[config.mk]
export PLATFORM = sky130hd
export DESIGN_NAME = pc_sequencer_flat
export DESIGN_NICKNAME = d
export VERILOG_FILES = /design/src/rtl/pc_sequencer_if.sv /design/src/rtl/pc_sequencer.sv /design/src/flat_wrapper.sv
export SDC_FILE = /design/constraint.sdc
export NUM_CORES = 1
export LEC_CHECK = 0
export ABC_CLOCK_PERIOD_IN_PS = 2420
export CAP_MARGIN = 20
export CORE_ASPECT_RATIO = 0.9
export CORE_UTILIZATION = 44
export DETAILED_ROUTE_END_ITERATION = 10
export HOLD_SLACK_MARGIN = 0.03
export PLACE_DENSITY = 0.87
export RECOVER_POWER = 50
export SLEW_MARGIN = 20
export SYNTH_ARGS = -nofsm -noshare
export SYNTH_HDL_FRONTEND = slang
export SYNTH_SLANG_ARGS = --single-unit
[constraint.sdc]
create_clock -name clk -period 2.42 [get_ports clk]
set_input_delay 0.484 -clock clk [delete_from_list [all_inputs] [get_ports clk]]
set_output_delay 0.484 -clock clk [all_outputs]
set_load 0.01 [all_outputs]
[src/rtl/pc_sequencer_if.sv]
// Memory request/response bundle between the control sequencer and instruction/data memory.
// The sequencer is the master; the memory is the slave.
interface pc_sequencer_if #(
    parameter int INSTR_WIDTH = 16
);
    logic                   mem_req;
    logic                   mem_we;
    logic                   addr_sel;
    logic [INSTR_WIDTH-1:0] instr;
    logic                   mem_rdy;

    modport master (
        output mem_req,
        output mem_we,
        output addr_sel,
        input  instr,
        input  mem_rdy
    );

    modport slave (
        input  mem_req,
        input  mem_we,
        input  addr_sel,
        output instr,
        output mem_rdy
    );
endinterface

[src/rtl/pc_sequencer.sv]
// Multicycle FETCH/DECODE/EXEC/MEM/WB control FSM for the 8-bit RISC core, with a memory
// wait timeout and a sticky fault flag. Strobes are decoded from state, opcode and handshake.
module pc_sequencer #(
    parameter int INSTR_WIDTH = 16,
    parameter int WAIT_MAX    = 15,
    parameter int WCNT_WIDTH  = 4
) (
    input  logic                  clk,
    input  logic                  reset,
    input  logic                  start,
    input  logic                  zflag,
    pc_sequencer_if.master        bus,
    output logic                  loadir,
    output logic                  loadpc,
    output logic                  msel,
    output logic                  alu_en,
    output logic                  rf_we,
    output logic                  halted,
    output logic                  err,
    output logic [2:0]            state_o
);

    typedef enum logic [2:0] {
        IDLE   = 3'd0,
        FETCH  = 3'd1,
        DECODE = 3'd2,
        EXEC   = 3'd3,
        MEM    = 3'd4,
        WB     = 3'd5,
        HALT   = 3'd6
    } state_t;

    typedef enum logic [2:0] {
        OP_ALU   = 3'b000,
        OP_LOAD  = 3'b001,
        OP_STORE = 3'b010,
        OP_BR    = 3'b011,
        OP_BZ    = 3'b100,
        OP_ILL5  = 3'b101,
        OP_ILL6  = 3'b110,
        OP_HALT  = 3'b111
    } opcode_t;

    localparam bit                  TIMEOUT_EN = (WAIT_MAX != 0);
    localparam logic [WCNT_WIDTH-1:0] WAIT_LIM = WCNT_WIDTH'(WAIT_MAX);

    state_t                state, state_d;
    opcode_t               opcode;
    logic [WCNT_WIDTH-1:0] wait_cnt, wait_d;
    logic                  err_q;
    logic                  err_set;
    logic                  fetch_done;
    logic                  timeout;

    // Only the opcode field is consumed here; the full word goes to the external IR.
    logic unused_instr_bits;
    assign unused_instr_bits = ^bus.instr[INSTR_WIDTH-4:0];

    assign fetch_done = (state == FETCH) && bus.mem_rdy;
    // A ready in the limit cycle still completes the request, so timeout needs mem_rdy=0.
    assign timeout    = TIMEOUT_EN && !bus.mem_rdy && (wait_cnt == WAIT_LIM);

    // State register, plus the opcode copy, wait counter and sticky fault.
    // NOTE: sequential state uses non-blocking assignments so every register samples
    // pre-edge values regardless of statement order.
    always_ff @(posedge clk or posedge reset) begin
        if (reset) begin
            state    <= IDLE;
            // NOTE: opcode is reset too even though it is always written before use,
            // so the strobe decode never sees X after reset.
            opcode   <= OP_ALU;
            wait_cnt <= '0;
            err_q    <= 1'b0;
        end else begin
            state    <= state_d;
            wait_cnt <= wait_d;
            if (err_set)
                err_q <= 1'b1;
            if (fetch_done)
                opcode <= opcode_t'(bus.instr[INSTR_WIDTH-1 -: 3]);
        end
    end

    // Next-state and wait-counter logic.
    // NOTE: every variable driven here gets a default first, otherwise a missed branch
    // would infer a latch.
    always_comb begin
        state_d = state;
        wait_d  = wait_cnt;
        err_set = 1'b0;
        case (state)
            IDLE: begin
                if (start)
                    state_d = FETCH;
            end
            FETCH: begin
                if (bus.mem_rdy) begin
                    state_d = DECODE;
                end else if (timeout) begin
                    err_set = 1'b1;
                    state_d = HALT;
                end else begin
                    wait_d = wait_cnt + 1'b1;
                end
            end
            DECODE: state_d = EXEC;
            EXEC: begin
                case (opcode)
                    OP_ALU:            state_d = WB;
                    OP_LOAD, OP_STORE: state_d = MEM;
                    OP_BR, OP_BZ:      state_d = FETCH;
                    OP_HALT:           state_d = HALT;
                    default: begin
                        err_set = 1'b1;
                        state_d = HALT;
                    end
                endcase
            end
            MEM: begin
                if (bus.mem_rdy) begin
                    state_d = (opcode == OP_LOAD) ? WB : FETCH;
                end else if (timeout) begin
                    err_set = 1'b1;
                    state_d = HALT;
                end else begin
                    wait_d = wait_cnt + 1'b1;
                end
            end
            WB:      state_d = FETCH;
            HALT:    state_d = HALT;
            default: state_d = IDLE;
        endcase
        if (state_d != state)
            wait_d = '0;
    end

    // Output strobe decode.
    always_comb begin
        bus.mem_req  = 1'b0;
        bus.mem_we   = 1'b0;
        bus.addr_sel = 1'b0;
        loadir       = 1'b0;
        loadpc       = 1'b0;
        msel         = 1'b0;
        alu_en       = 1'b0;
        rf_we        = 1'b0;
        halted       = 1'b0;
        case (state)
            FETCH: begin
                bus.mem_req = 1'b1;
                if (bus.mem_rdy) begin
                    loadir = 1'b1;
                    loadpc = 1'b1;
                end
            end
            EXEC: begin
                alu_en = 1'b1;
                if (opcode == OP_BR || (opcode == OP_BZ && zflag)) begin
                    loadpc = 1'b1;
                    msel   = 1'b1;
                end
            end
            MEM: begin
                bus.mem_req  = 1'b1;
                bus.addr_sel = 1'b1;
                bus.mem_we   = (opcode == OP_STORE);
            end
            WB:      rf_we  = 1'b1;
            HALT:    halted = 1'b1;
            default: ;
        endcase
    end

    assign err     = err_q;
    assign state_o = state;

    // A pending request is never withdrawn except by a timeout fault.
    assert property (@(posedge clk) disable iff (reset)
        (bus.mem_req && !bus.mem_rdy && !timeout) |=> bus.mem_req);

    // Fetch completion increments the PC; it never takes the branch source.
    assert property (@(posedge clk) disable iff (reset)
        loadir |-> (loadpc && !msel));

endmodule

[src/flat_wrapper.sv]
// flat-port wrapper written by rule: the top's interface ports become plain ports
module pc_sequencer_flat 
#(
    parameter int INSTR_WIDTH = 16,
    parameter int WAIT_MAX    = 15,
    parameter int WCNT_WIDTH  = 4
)
  (clk, reset, start, zflag, loadir, loadpc, msel, alu_en, rf_we, halted, err, state_o, bus_mem_req, bus_mem_we, bus_addr_sel, bus_instr, bus_mem_rdy);
  pc_sequencer_if #(.INSTR_WIDTH(INSTR_WIDTH)) bus_i ();
  input  logic clk;
  input  logic reset;
  input  logic start;
  input  logic zflag;
  output logic loadir;
  output logic loadpc;
  output logic msel;
  output logic alu_en;
  output logic rf_we;
  output logic halted;
  output logic err;
  output logic [2:0] state_o;
  output wire logic [$bits(bus_i.mem_req)-1:0] bus_mem_req;
  output wire logic [$bits(bus_i.mem_we)-1:0] bus_mem_we;
  output wire logic [$bits(bus_i.addr_sel)-1:0] bus_addr_sel;
  input wire logic [$bits(bus_i.instr)-1:0] bus_instr;
  input wire logic [$bits(bus_i.mem_rdy)-1:0] bus_mem_rdy;
  assign bus_mem_req = bus_i.mem_req;
  assign bus_mem_we = bus_i.mem_we;
  assign bus_addr_sel = bus_i.addr_sel;
  assign bus_i.instr = bus_instr;
  assign bus_i.mem_rdy = bus_mem_rdy;
  pc_sequencer #(.INSTR_WIDTH(INSTR_WIDTH), .WAIT_MAX(WAIT_MAX), .WCNT_WIDTH(WCNT_WIDTH)) u_core (.clk(clk), .reset(reset), .start(start), .zflag(zflag), .bus(bus_i), .loadir(loadir), .loadpc(loadpc), .msel(msel), .alu_en(alu_en), .rf_we(rf_we), .halted(halted), .err(err), .state_o(state_o));
endmodule
Yosys cells after proc, flatten, opt, wreduce, memory -nomap -nowiden:

Index checks and enable logic that the tools add are counted.

* equal/unequal tests: 15
* add/sub/neg operators: 1
* multiplexer cells: 26
* reduce and logical (&&, ||, !) cells: 13

Operators by type and width (number)
* 3-bit one-hot mux with 7 select lines: 1
* 4-bit two-way mux: 4
* 3-bit == test, second input constant: 5
* 3-bit two-way mux: 5
* 1-bit two-way mux: 13
* 3-bit by 2-bit == test with 1-bit output, second input constant: 4
* 3-bit one-hot mux with 3 select lines: 1
* 3-bit by 1-bit == test with 1-bit output, second input constant: 2
* 3-bit logical NOT: 2
* 2-bit OR reduction: 3
* 6-bit OR reduction: 1
* 4-bit by 1-bit adder with 4-bit output, second input constant: 1
* 4-bit == test, second input constant: 1
* 1-bit one-hot mux with 2 select lines: 2
* 1-bit logical AND: 3
* 3-bit != test: 1
* 3-bit AND reduction: 1
* 2-bit by 1-bit != test with 1-bit output, second input constant: 1
* 2-bit != test, second input constant: 1
* 2-bit nonzero test: 1
* 1-bit logical NOT: 1
* 1-bit logical OR: 1

* input bits: 21
* register bits after elaboration: 11
* output and inout port bits: 13
* word-level logic and storage cells: 59

Longest topological paths before layout:

Gate-level depths: netlist of run 1.

* word-level depth: 8
* gate-level depth with buffers: 5
* gate-level depth less buffers: 5

Least setup slack after synthesis of run 1:

Ideal clock, no wire load.

* path type: flip-flop to output port
* from: register u_core.state[2], in the netlist u_core.state_o[2]
* to: output port loadpc
* arrival time: 1.594 ns
* slack: 0.342 ns
* stages on the path, launching flop included: 6
* required time: 1.936 ns
* buffers on the path: 1
* path through: dfrtp_1 clkbuf_1 nand2b_1 nor2_1 a21boi_1 or2_1

* cells in the longest elaborated chain, start to end: 2
* elaborated cells on any way between the ends: 3
* classes of those cells: eq/ne: 2; mux: 1

RTL lines
* from (decl): line pc_sequencer.sv:47 `state_t state, state_d;`
* from (signal assigned): line pc_sequencer.sv:75 `state <= state_d;`
* 3-bit by 2-bit == test with 1-bit output / 3-bit by 1-bit == test with 1-bit output (equally long branches): line pc_sequencer.sv:148 `case (state)`
* 1-bit one-hot mux with 2 select lines *: line pc_sequencer.sv:148
* to (decl): line flat_wrapper.sv:15 `output logic loadpc;`

Every way passes the cells marked *; elsewhere a longest branch is shown, timed or not.

Worst setup path in the final report of run 1:

* from: input port bus_mem_rdy
* to: output port loadir

* cells in the longest elaborated chain, start to end: 2

RTL lines
* from (decl): line flat_wrapper.sv:26 `input wire logic [$bits(bus_i.mem_rdy)-1:0] bus_mem_rdy;`
* 1-bit two-way mux: line pc_sequencer.sv:151 `if (bus.mem_rdy) begin`
* 1-bit two-way mux: line pc_sequencer.sv:148
* to (decl): line flat_wrapper.sv:14 `output logic loadir;`

No other way between the ends.

==> parameters.txt, run 1 <==
Parameter                              Value

Finish
  Share of final-layout standard cells stronger than drive strength 1    between 10% and 20%
  Fillers    around 130
  Area Overhead vs Synth    36.4%
  Antenna Diode Count    0
  Share of the core filled with cells in the final layout    approximately two thirds
  Number of nets in the final layout    roughly 140

Global route
  Initial antenna violation count    0
  Number of global-route vias before repair    between 600 and 700
  Maximum number of pins on one net before global-route repair    15
  Final global-route overflow total    0
  Total GRT Usage    about 21%
  Wire length of the first global-routing pass    around 3000 µm

Timing
  Worst slew pin tran    0.523 ns
  Peak Freq    approximately 0.43 GHz
  Slew Viols, Final    0
  Clock Skews    about 0.0023 ns
  Final WS setup    between 0.1 and 0.15 ns
  Count of endpoints failing hold in the final timing report    0
  Unrepaired setup endpoints after global routing    false
  Aggregate negative setup slack    0 ns
  Post-layout minimum cycle time    2.30 ns
  Setup-violating endpoint count in the final report    0
  Relative max-transition margin    approximately two thirds
  Period Utilization, post-route    between 90% and 100%

Place
  Number of port buffers    20
  Post-detail-place hpwl    between 1000 and 1500 µm
  Setup Slack @ Placement    approximately 0.095 ns
  Final weighted congestion of routability-driven global placement    ~0.81

Setup path
  Crit path arrival time    roughly 1.8 ns
  Largest driver fanout on the critical path    3
  Critical path class    input port to output pin
  CP Capture Type    output pin
  Type of element launching the critical path    input port
  Worst EP required    1.94 ns

Power
  Seq pwr share    approximately 28%
  Standby leakage power    roughly 0.43 nW
  Net switching power of the design    522 µW
  IR drop worst, VDD    between 0.6 and 0.7 mV
  Internal cell power    between 600 and 700 µW
  Power density normalized to cell area    ~1200 nW/µm²
  Switching share of power    43.1%
  Clk network pwr share    about a tenth
  Comb power frac    61.3%

Synthesis
  Number of synthesis warnings    0
  Number of nets produced by synthesis    111
  Flip-flop cell with the highest count after synthesis    sky130_fd_sc_hd__dfrtp_1
  Fraction of registers with async set/reset    100%
  Post-synthesis cell type with the largest combined area    sky130_fd_sc_hd__dfrtp_1
  Area share of the largest cell type after synthesis    36.2%
  Largest cells by area after synthesis    sky130_fd_sc_hd__dfrtp_1, sky130_fd_sc_hd__nor2_1, sky130_fd_sc_hd__mux2_2, sky130_fd_sc_hd__clkbuf_1, sky130_fd_sc_hd__a21oi_1
  Synthesized area    759 µm²
  Register bit total from synthesis    11
  Unique masters post-synth    36
  Most instantiated cells after synthesis    sky130_fd_sc_hd__dfrtp_1, sky130_fd_sc_hd__nor2_1, sky130_fd_sc_hd__clkbuf_1
  Post-synthesis instance total    between 80 and 90
  Per-instance average area after synthesis    8.53 µm²
  Register area share after synthesis    a little over a third
  Number of synthesized flops with an enable pin    0

Drt
  Wirelength per Cell    between 10 and 15 µm
  Initial DRC count    about 50
  Drt pass-1 iters    4
  Vias post-DR    785
  Antenna Nets Post-Route    0
  DRC viols    0
  Via/cell ratio    between 5 and 6
  Drt total wl    between 1500 and 2000 µm

Die
  FP Rows    13
  Starting Density    approximately half
  DIE HEIGHT    41.4 µm
  Die X-Extent    approximately 46 µm
  Floorplan core area    approximately 1500 µm²
  Area of the die    1900 µm²
  Number of top-level design ports    34

CTS
  CTS H-tree depth    1
  Clock tree buffer depth    2
  CTS Sinks    11
  CTS tree    built
  Clock Tree Root    sky130_fd_sc_hd__clkbuf_4
  Number of hold buffers added after CTS    0
  Source-to-sink clock delay at the later pin of the worst-skew pair    roughly 0.27 ns
  Clock-pin slew on the worst setup and hold paths    0.07 ns
  Total clock buffers created by CTS    3

Flow run
  Max-cap violations    0

Outcome
  Outcome    finished, final reports clean

Min path
  Min-delay worst type    register to register
path summary, 6_finish.rpt:
kind                                                  start                              to  slack, ns  depth (start not counted)
worst min register to register       u_core.err$_DFFE_PP0P_          u_core.err$_DFFE_PP0P_       0.53                          2
max in group asynchronous                             reset     u_core.state_o[2]$_DFF_PP0_       1.46                          2
worst min-delay path                 u_core.err$_DFFE_PP0P_          u_core.err$_DFFE_PP0P_       0.53                          2
min in group asynchronous                             reset    u_core.opcode[2]$_DFFE_PP0P_       0.64                          2
worst max-delay path                            bus_mem_rdy                          loadir       0.12                          3
worst max register to register  u_core.state_o[0]$_DFF_PP0_  u_core.wait_cnt[3]$_DFFE_PP0P_       0.59                          5
cell type report:
cell class,count,area (µm²),area share [%]
clock buffer,4,26.3,2.54
timing repair buffer,27,248,23.9
sequential,11,278,26.8
multi-input combinational,69,449,43.4
tap,22,27.5,2.66
inverter,2,7.51,0.725
stage by stage:
stage / cells / power [mW] / area [µm²] / hold slack [ns]
final: 135 / 1.21 / 1040 / 0.525
after detailed placement: 130 / 1.07 / 1010 / 0.500
after global routing: 135 / 1.31 / 1040 / 0.563
after floorplan: 89 / 0.790 / 759 / 0.336
after CTS: 134 / 1.21 / 1040 / 0.518
after global placement: 130 / 1.05 / 1010 / 0.496
power groups by stage:
| stage | Combinational (mW) | Sequential (mW) | Clock (mW) |
|---|---|---|---|
| after floorplan | 0.484 | 0.306 | 0 |
| after global routing | 0.811 | 0.355 | 0.141 |
| after detailed placement | 0.727 | 0.343 | 0 |
| after CTS | 0.741 | 0.340 | 0.128 |
| final | 0.742 | 0.341 | 0.128 |
| after global placement | 0.716 | 0.337 | 0 |
worst max-delay path: stages:
cell and delay, ns:
sky130_fd_sc_hd__dlygate4sd3_1 0.55, sky130_fd_sc_hd__and3_1 0.23, sky130_fd_sc_hd__clkdlybuf4s50_1 0.56
flip-flops by register name, indices dropped and copies added (netlist names):
| register | cells |
|---|---|
| u_core.wait_cnt | 4 |
| u_core.err | 1 |
| u_core.opcode | 3 |
| u_core.state_o | 3 |
per-layer routing:
| layer | global-route usage, % | vias to the layer above | part of all wire, % |
|---|---|---|---|
| li1 | - | 373 | - |
| met1 | 30.3 | 371 | 47 |
| met2 | 33.7 | 38 | 45 |
| met3 | 3.91 | 3 | 7.4 |
| met4 | 5.29 | 0 | 1.1 |
| met5 | 0 | - | 0 |
logic make-up after synthesis:
family / synth area share [%]
AND/OR/NAND/NOR: 29.2
AO/OA/AOI/OAI: 19.3
flip-flops: 36.2
buffers and inverters: 4.45
multiplexers: 5.77
XOR/XNOR: 3.46
adder cells (fa/ha/maj): 1.65
cells in the final DEF (no fill, tap or decap), drive strengths merged, types with 3 or more instances in the layout:
| cell | Yosys | final |
|---|---|---|
| mux2 | 3 | 3 |
| clkdlybuf4s50 | 0 | 17 |
| nand3b | 3 | 3 |
| dfrtp | 11 | 11 |
| o21ai | 4 | 4 |
| and3 | 4 | 4 |
| nor2 | 11 | 11 |
| buf | 0 | 5 |
| nand3 | 4 | 4 |
| nor2b | 3 | 3 |
| a21oi | 5 | 5 |
| clkbuf | 7 | 6 |
| nor3 | 3 | 3 |
| o211ai | 3 | 3 |
repair_timing:
action                     4_1_cts  5_1_grt
buffers inserted                 0        1
gates cloned                     0        0
gates resized for setup          2        3
setup endpoints to repair        1        2
Power figures use the tool's default switching activity.
==> run 2, diff against run 1 <==
--- a/config.mk
+++ b/config.mk
@@ -7,13 +7,11 @@
 export LEC_CHECK = 0
 export ABC_CLOCK_PERIOD_IN_PS = 2420
 export CAP_MARGIN = 20
-export CORE_ASPECT_RATIO = 0.9
 export CORE_UTILIZATION = 44
 export DETAILED_ROUTE_END_ITERATION = 10
 export HOLD_SLACK_MARGIN = 0.03
 export PLACE_DENSITY = 0.87
 export RECOVER_POWER = 50
-export SLEW_MARGIN = 20
 export SYNTH_ARGS = -nofsm -noshare
 export SYNTH_HDL_FRONTEND = slang
 export SYNTH_SLANG_ARGS = --single-unit
==> parameters.txt, run 2 (synthesis gave the netlist of run 1 again) <==
Parameter                              Value

Timing
  Setup-violating endpoint count in the final report    0 (unchanged)
  Post-layout minimum cycle time    2.31 ns (+0.00883 ns)
  Clock Skews    0.0133 ns (+0.0109 ns)
  Aggregate negative setup slack    0 ns (unchanged)
  Relative max-transition margin    63.7% (-1.1 points)
  Peak Freq    0.432 GHz (-0.38%)
  Unrepaired setup endpoints after global routing    false
  Worst slew pin tran    0.539 ns (+0.0164 ns)
  Period Utilization, post-route    95.6% (+0.36 points)
  Count of endpoints failing hold in the final timing report    0 (unchanged)
  Slew Viols, Final    0 (unchanged)

Global route
  Number of global-route vias before repair    757 (+10%)
  Final global-route overflow total    0 (unchanged)
  Initial antenna violation count    0 (unchanged)
  Maximum number of pins on one net before global-route repair    15 (unchanged)
  Total GRT Usage    23.0% (+1.5 points)
  Wire length of the first global-routing pass    3190 µm (+5.2%)

Finish
  Number of nets in the final layout    135 (-0.74%)
  Most common cell after layout, fill and taps aside    sky130_fd_sc_hd__clkdlybuf4s50_1
  Fillers    136 (+1.5%)
  Reg with most FFs    u_core.wait_cnt
  Area Overhead vs Synth    34.6%
  Flip-flop count of the largest register, all copies and words added    4 (unchanged)
  Commonest non-fill, non-tap cells in the layout    sky130_fd_sc_hd__clkdlybuf4s50_1, sky130_fd_sc_hd__nor2_1, sky130_fd_sc_hd__dfrtp_1
  Cell Count, Final, Fillers Out    128 (-5.2%)
  Antenna Diode Count    0 (unchanged)
  Share of final-layout standard cells stronger than drive strength 1    13.4% (-0.77 points)

Die
  FP Rows    14 (+1)
  Die X-Extent    43.5 µm (-4.9%)
  Floorplan core area    1560 µm² (+2.0%)
  Number of top-level design ports    34 (unchanged)
  Starting Density    48.7% (-0.96 points)
  DIE HEIGHT    43.5 µm (+5.1%)
  Area of the die    1900 µm² (about the same)

CTS
  Source-to-sink clock delay at the later pin of the worst-skew pair    0.28 ns (about the same)
  Number of hold buffers added after CTS    0 (unchanged)
  Clock tree buffer depth    2 (unchanged)
  Clock-pin slew on the worst setup and hold paths    0.08 ns (about the same)
  CTS H-tree depth    1 (unchanged)
  CTS tree    built
  Total clock buffers created by CTS    3 (unchanged)
  Clock Tree Root    sky130_fd_sc_hd__clkbuf_4
  CTS Sinks    11 (unchanged)
  Post CTS Setup Buffer Count    0 (unchanged)

Setup path
  CP Capture Type    output pin
  Type of element launching the critical path    input port
  Critical path class    input port to output pin
  Cell family with most CP delay    buffers and inverters
  CP Buf/Inv Count    2 (unchanged)
  Slowest cell on the critical path    sky130_fd_sc_hd__clkdlybuf4s50_1
  CP cell instances    dlygate4sd3_1, and3_1, clkdlybuf4s50_1
  Worst EP required    1.94 ns (about the same)
  Crit path arrival time    1.83 ns (about the same)
  Largest driver fanout on the critical path    3 (unchanged)
  Peak per-stage delay on the critical path    0.56 ns (about the same)

Place
  Cell Count Post-Placement    124 (-4.6%)
  Final weighted congestion of routability-driven global placement    0.801 (-1.4%)
  Number of port buffers    20 (unchanged)
  Post-detail-place hpwl    1470 µm (+14%)

Drt
  Drt total wl    1910 µm (+6.9%)
  Wirelength per Cell    15.0 µm (+13%)
  Via/cell ratio    5.85 (+0.63%)
  DRC viols    0 (unchanged)
  Antenna Nets Post-Route    0 (unchanged)
  Initial DRC count    22 (-57%)
  Drt pass-1 iters    4 (unchanged)
  Vias post-DR    749 (-4.6%)

Power
  Net switching power of the design    535 µW (+2.5%)
  Standby leakage power    0.421 nW (-0.99%)
  Internal cell power    679 µW (-1.5%)
  Comb power frac    61.2% (about the same)
  IR drop worst, VDD    0.574 mV (-11%)
  Seq pwr share    28.2% (about the same)
  Power density normalized to cell area    1190 nW/µm² (+1.6%)
  Switching share of power    44.1% (+0.98 points)
  Clk network pwr share    10.6% (about the same)

Min path
  Min-delay worst type    register to register

Outcome
  Outcome    finished, final reports clean

Flow run
  Max-cap violations    0 (unchanged)
## run 2: cell count changes in the layout (fill, tap and decap cells not counted)
| cell | previous run | this run |
|---|---|---|
| sky130_fd_sc_hd__buf_4 | 5 | 4 |
| sky130_fd_sc_hd__dfrtp_1 | 9 | 10 |
| sky130_fd_sc_hd__dfrtp_2 | 2 | 1 |
| sky130_fd_sc_hd__nor2_1 | 11 | 10 |
| sky130_fd_sc_hd__nor2_2 | 0 | 1 |
## run 2: final timing paths
| check | to | slack, ns | cells past startpoint | from |
|---|---|---|---|---|
| setup / recovery | loadir | 0.11 | 3 | bus_mem_rdy |
| hold / removal | u_core.err$_DFFE_PP0P_ | 0.53 | 2 | u_core.err$_DFFE_PP0P_ |
| setup reg to reg | u_core.wait_cnt[3]$_DFFE_PP0P_ | 0.56 | 5 | u_core.state_o[0]$_DFF_PP0_ |
| hold reg to reg | u_core.err$_DFFE_PP0P_ | 0.53 | 2 | u_core.err$_DFFE_PP0P_ |
| max in group asynchronous | u_core.state_o[2]$_DFF_PP0_ | 1.46 | 2 | reset |
| min in group asynchronous | u_core.err$_DFFE_PP0P_ | 0.64 | 2 | reset |
## run 2: metrics by stage
stage                     area, µm²  setup slack (ns)  hold slack, ns  power [mW]  util (%)
after floorplan                 759             0.342           0.336       0.790         -
after global placement          998             0.105           0.488        1.06      64.0
after detailed placement        998             0.103           0.474        1.08      64.0
after CTS                      1020           0.00887           0.510        1.21      65.7
after global routing           1020            0.0289           0.565        1.31      65.6
final                          1020             0.106           0.528        1.21      65.6
## run 2: power by group through the flow
stage | registers [mW] | clock network [mW] | logic (mW)
after CTS | 0.335 | 0.130 | 0.749
after global placement | 0.331 | 0 | 0.726
after floorplan | 0.306 | 0 | 0.484
final | 0.342 | 0.129 | 0.743
after detailed placement | 0.339 | 0 | 0.745
after global routing | 0.351 | 0.146 | 0.817
## run 2: tightest hold or removal path, delay by kind of cell (launching register included)
kind           cells  cell delay, ns
flip-flops         1            0.36
AO/OA/AOI/OAI      2            0.13
## run 2: layout make-up
class	count	area, µm²	area share, %
multi-input combinational	69	452	44.2
timing repair buffer	26	240	23.5
clock buffer	4	26.3	2.57
sequential	11	277	27.1
tap	16	20.0	1.96
inverter	2	7.51	0.734
## run 2: per-layer routing
metal	wire [µm]	global-route usage, %	part of all wire (%)	up-vias
met4	25	6.25	1.3	0
met3	104	6.67	5.4	6
met2	934	40.9	49	29
met1	850	26.8	44	343
li1	-	-	-	371
met5	0	0	0	-
## run 2: timing repair
action	4_1_cts	5_1_grt
endpoints found under the setup margin	0	2
endpoints found under the hold margin	0	0
resized for setup	0	4
==> run 3, diff against run 2 <==
--- a/config.mk
+++ b/config.mk
@@ -5,13 +5,14 @@
 export SDC_FILE = /design/constraint.sdc
 export NUM_CORES = 1
 export LEC_CHECK = 0
-export ABC_CLOCK_PERIOD_IN_PS = 2420
+export ABC_CLOCK_PERIOD_IN_PS = 2100
 export CAP_MARGIN = 20
-export CORE_UTILIZATION = 44
+export CORE_UTILIZATION = 36
 export DETAILED_ROUTE_END_ITERATION = 10
 export HOLD_SLACK_MARGIN = 0.03
-export PLACE_DENSITY = 0.87
+export PLACE_DENSITY = 0.76
 export RECOVER_POWER = 50
+export SKIP_LAST_GASP = 1
 export SYNTH_ARGS = -nofsm -noshare
 export SYNTH_HDL_FRONTEND = slang
 export SYNTH_SLANG_ARGS = --single-unit
==> constraint.sdc (replaced) <==
create_clock -name clk -period 2.1 [get_ports clk]
set_input_delay 0.42 -clock clk [delete_from_list [all_inputs] [get_ports clk]]
set_output_delay 0.42 -clock clk [all_outputs]
set_load 0.01 [all_outputs]
==> parameters.txt, run 3 (synthesis gave the netlist of run 1 again) <==
Parameter                              Value

Setup path
  Type of element launching the critical path    register
  Slowest cell on the critical path    sky130_fd_sc_hd__dfrtp_1
  CP Buf/Inv Count    1 (-1)
  Critical path class    register to output pin
  Worst EP required    1.68 ns (-0.26 ns)
  CP Capture Type    output pin
  Reg-to-reg critical path startpoint    u_core.state_o[0]$_DFF_PP0_
  CP cell instances    nor2b_1, and3_1, or2_1, dlygate4sd2_1
  Largest driver fanout on the critical path    6 (+3)
  Critical Path Start    u_core.state_o[0]$_DFF_PP0_
  Cell family with most CP delay    simple AND/OR/NAND/NOR gates
  Crit path arrival time    1.61 ns (-0.22 ns)
  Peak per-stage delay on the critical path    0.44 ns (-0.12 ns)

CTS
  Source-to-sink clock delay at the later pin of the worst-skew pair    0.26 ns (-0.02 ns)
  Clock Tree Root    sky130_fd_sc_hd__clkbuf_4
  Total clock buffers created by CTS    3 (unchanged)
  CTS Sinks    11 (unchanged)
  CTS H-tree depth    1 (unchanged)
  Number of hold buffers added after CTS    0 (unchanged)
  CTS tree    built
  Clock tree buffer depth    2 (unchanged)
  Clock-pin slew on the worst setup and hold paths    0.07 ns (about the same)

Die
  Floorplan core area    1980 µm² (+27%)
  FP Rows    16 (+2)
  Die X-Extent    47.9 µm (+10%)
  Area of the die    2300 µm² (+21%)
  Number of top-level design ports    34 (unchanged)
  Starting Density    38.3% (-10 points)
  DIE HEIGHT    47.9 µm (+10%)

Global route
  Initial antenna violation count    0 (unchanged)
  Wire length of the first global-routing pass    3030 µm (-5.0%)
  Number of global-route vias before repair    717 (-5.3%)
  Total GRT Usage    18.6% (-4.5 points)
  Final global-route overflow total    0 (unchanged)
  Maximum number of pins on one net before global-route repair    15 (unchanged)

Drt
  Drt total wl    1930 µm (+0.84%)
  Antenna Nets Post-Route    0 (unchanged)
  Vias post-DR    813 (+8.5%)
  Highest routing layer actually used    met4
  Drt pass-1 iters    5 (+1)
  Via/cell ratio    5.61 (-4.2%)
  Wirelength per Cell    13.3 µm (-11%)
  Routed wl met3    119 µm (+14%)
  Initial DRC count    23 (+4.5%)
  Metal1 wirelength    889 µm (+4.6%)
  Routed wl met2    865 µm (-7.4%)
  DRC viols    0 (unchanged)

Finish
  Commonest non-fill, non-tap cells in the layout    sky130_fd_sc_hd__clkdlybuf4s50_1, sky130_fd_sc_hd__nor2_1, sky130_fd_sc_hd__dfrtp_1
  Area Overhead vs Synth    43.0%
  Flip-flop count of the largest register, all copies and words added    4 (unchanged)
  Share of final-layout standard cells stronger than drive strength 1    16.9% (+3.6 points)
  Reg with most FFs    u_core.wait_cnt
  Antenna Diode Count    0 (unchanged)
  Cell Count, Final, Fillers Out    145 (+13%)
  Most common cell after layout, fill and taps aside    sky130_fd_sc_hd__clkdlybuf4s50_1
  Number of nets in the final layout    141 (+4.4%)

Timing
  Slew Viols, Final    0 (unchanged)
  Unrepaired setup endpoints after global routing    false
  Relative max-transition margin    70.2% (+6.5 points)
  Post-layout minimum cycle time    about 2.0 ns
  Peak Freq    around 0.49 GHz
  Setup-violating endpoint count in the final report    0 (unchanged)
  Clock Skews    0.00266 ns (-0.0106 ns)
  Final hold slack    0.566 ns (+0.0374 ns)
  Period Utilization, post-route    around 97%
  Count of endpoints failing hold in the final timing report    0 (unchanged)
  Worst slew pin tran    0.446 ns (-0.0927 ns)

Min path
  Start point of the worst hold path    u_core.err$_DFFE_PP0P_
  Min-delay worst type    register to register

Power
  Standby leakage power    0.502 nW (+19%)
  Power density normalized to cell area    1340 nW/µm² (+13%)
  IR drop worst, VDD    0.582 mV (+1.4%)

Place
  Cell Count Post-Placement    141 (+14%)
  Post-detail-place hpwl    1440 µm (-1.7%)
  Final weighted congestion of routability-driven global placement    0.797 (-0.46%)
  Number of port buffers    20 (unchanged)

Outcome
  Outcome    finished, final reports clean

Flow run
  Max-cap violations    0 (unchanged)
==> run 3: cell types whose count changed in the layout (fill, tap and decap cells not counted), sizes merged <==
cell and change:
clkbuf +1, dlygate4sd3 -1, dlymetal6s2s +2, buf +5
clkdlybuf4s50 -5, dlygate4sd2 +4
==> run 3: metal layers <==
| layer | track usage [%] | vias to the layer above |
|---|---|---|
| li1 | - | 384 |
| met1 | 25.1 | 371 |
| met2 | 30.3 | 46 |
| met3 | 2.64 | 12 |
| met4 | 6.11 | 0 |
| met5 | 0 | - |
==> run 3: worst min-delay path, stage by stage, from the launching register on <==
cell                      delay [ns]
sky130_fd_sc_hd__dfrtp_1        0.37
sky130_fd_sc_hd__a31oi_1        0.06
sky130_fd_sc_hd__o21ai_0        0.09
==> run 3: timing repair <==
item / CTS / global route
resized for setup: 6 / 3
buffers inserted: 0 / 0
setup endpoints to repair: 5 / 3
==> run 3: layout make-up <==
cell class                 count  area (µm²)
fill                         184         896
timing repair buffer          32         282
tap                           27        33.8
clock buffer                   4        26.3
inverter                       2        7.51
sequential                    11         275
multi-input combinational     69         462
==> run 3: final timing paths <==
path	end	slack, ns	cells past startpoint
setup / recovery	loadpc	0.07	4
hold / removal	u_core.err$_DFFE_PP0P_	0.57	2
setup reg to reg	u_core.wait_cnt[3]$_DFFE_PP0P_	0.28	5
hold reg to reg	u_core.err$_DFFE_PP0P_	0.57	2
max in group asynchronous	u_core.state_o[1]$_DFF_PP0_	1.21	2
min in group asynchronous	u_core.state_o[0]$_DFF_PP0_	0.59	2
==> run 3: power breakdown <==
part / total (mW) / switching, mW / internal (mW)
Sequential: 0.374 / 0.0947 / 0.279
Clock: 0.146 / 0.0730 / 0.0734
Combinational: 0.938 / 0.457 / 0.482
Total: 1.46 / 0.624 / 0.834
==> run 3: stage by stage <==
| stage | worst slack (ns) | util, % | instance area (µm²) | TNS (ns) | power [mW] |
|---|---|---|---|---|---|
| 3_3_place_gp | -0.0969 | 53.3 | 1060 | -0.111 | 1.30 |
| 5_1_grt | 0.0125 | 54.8 | 1090 | 0 | 1.57 |
| 3_5_place_dp | -0.127 | 53.3 | 1060 | -0.142 | 1.32 |
| 4_1_cts | 0.00465 | 55.0 | 1090 | 0 | 1.48 |
| 6_report | 0.0718 | 54.8 | 1090 | 0 | 1.46 |
| 2_1_floorplan | 0.0857 | - | 759 | 0 | 0.910 |
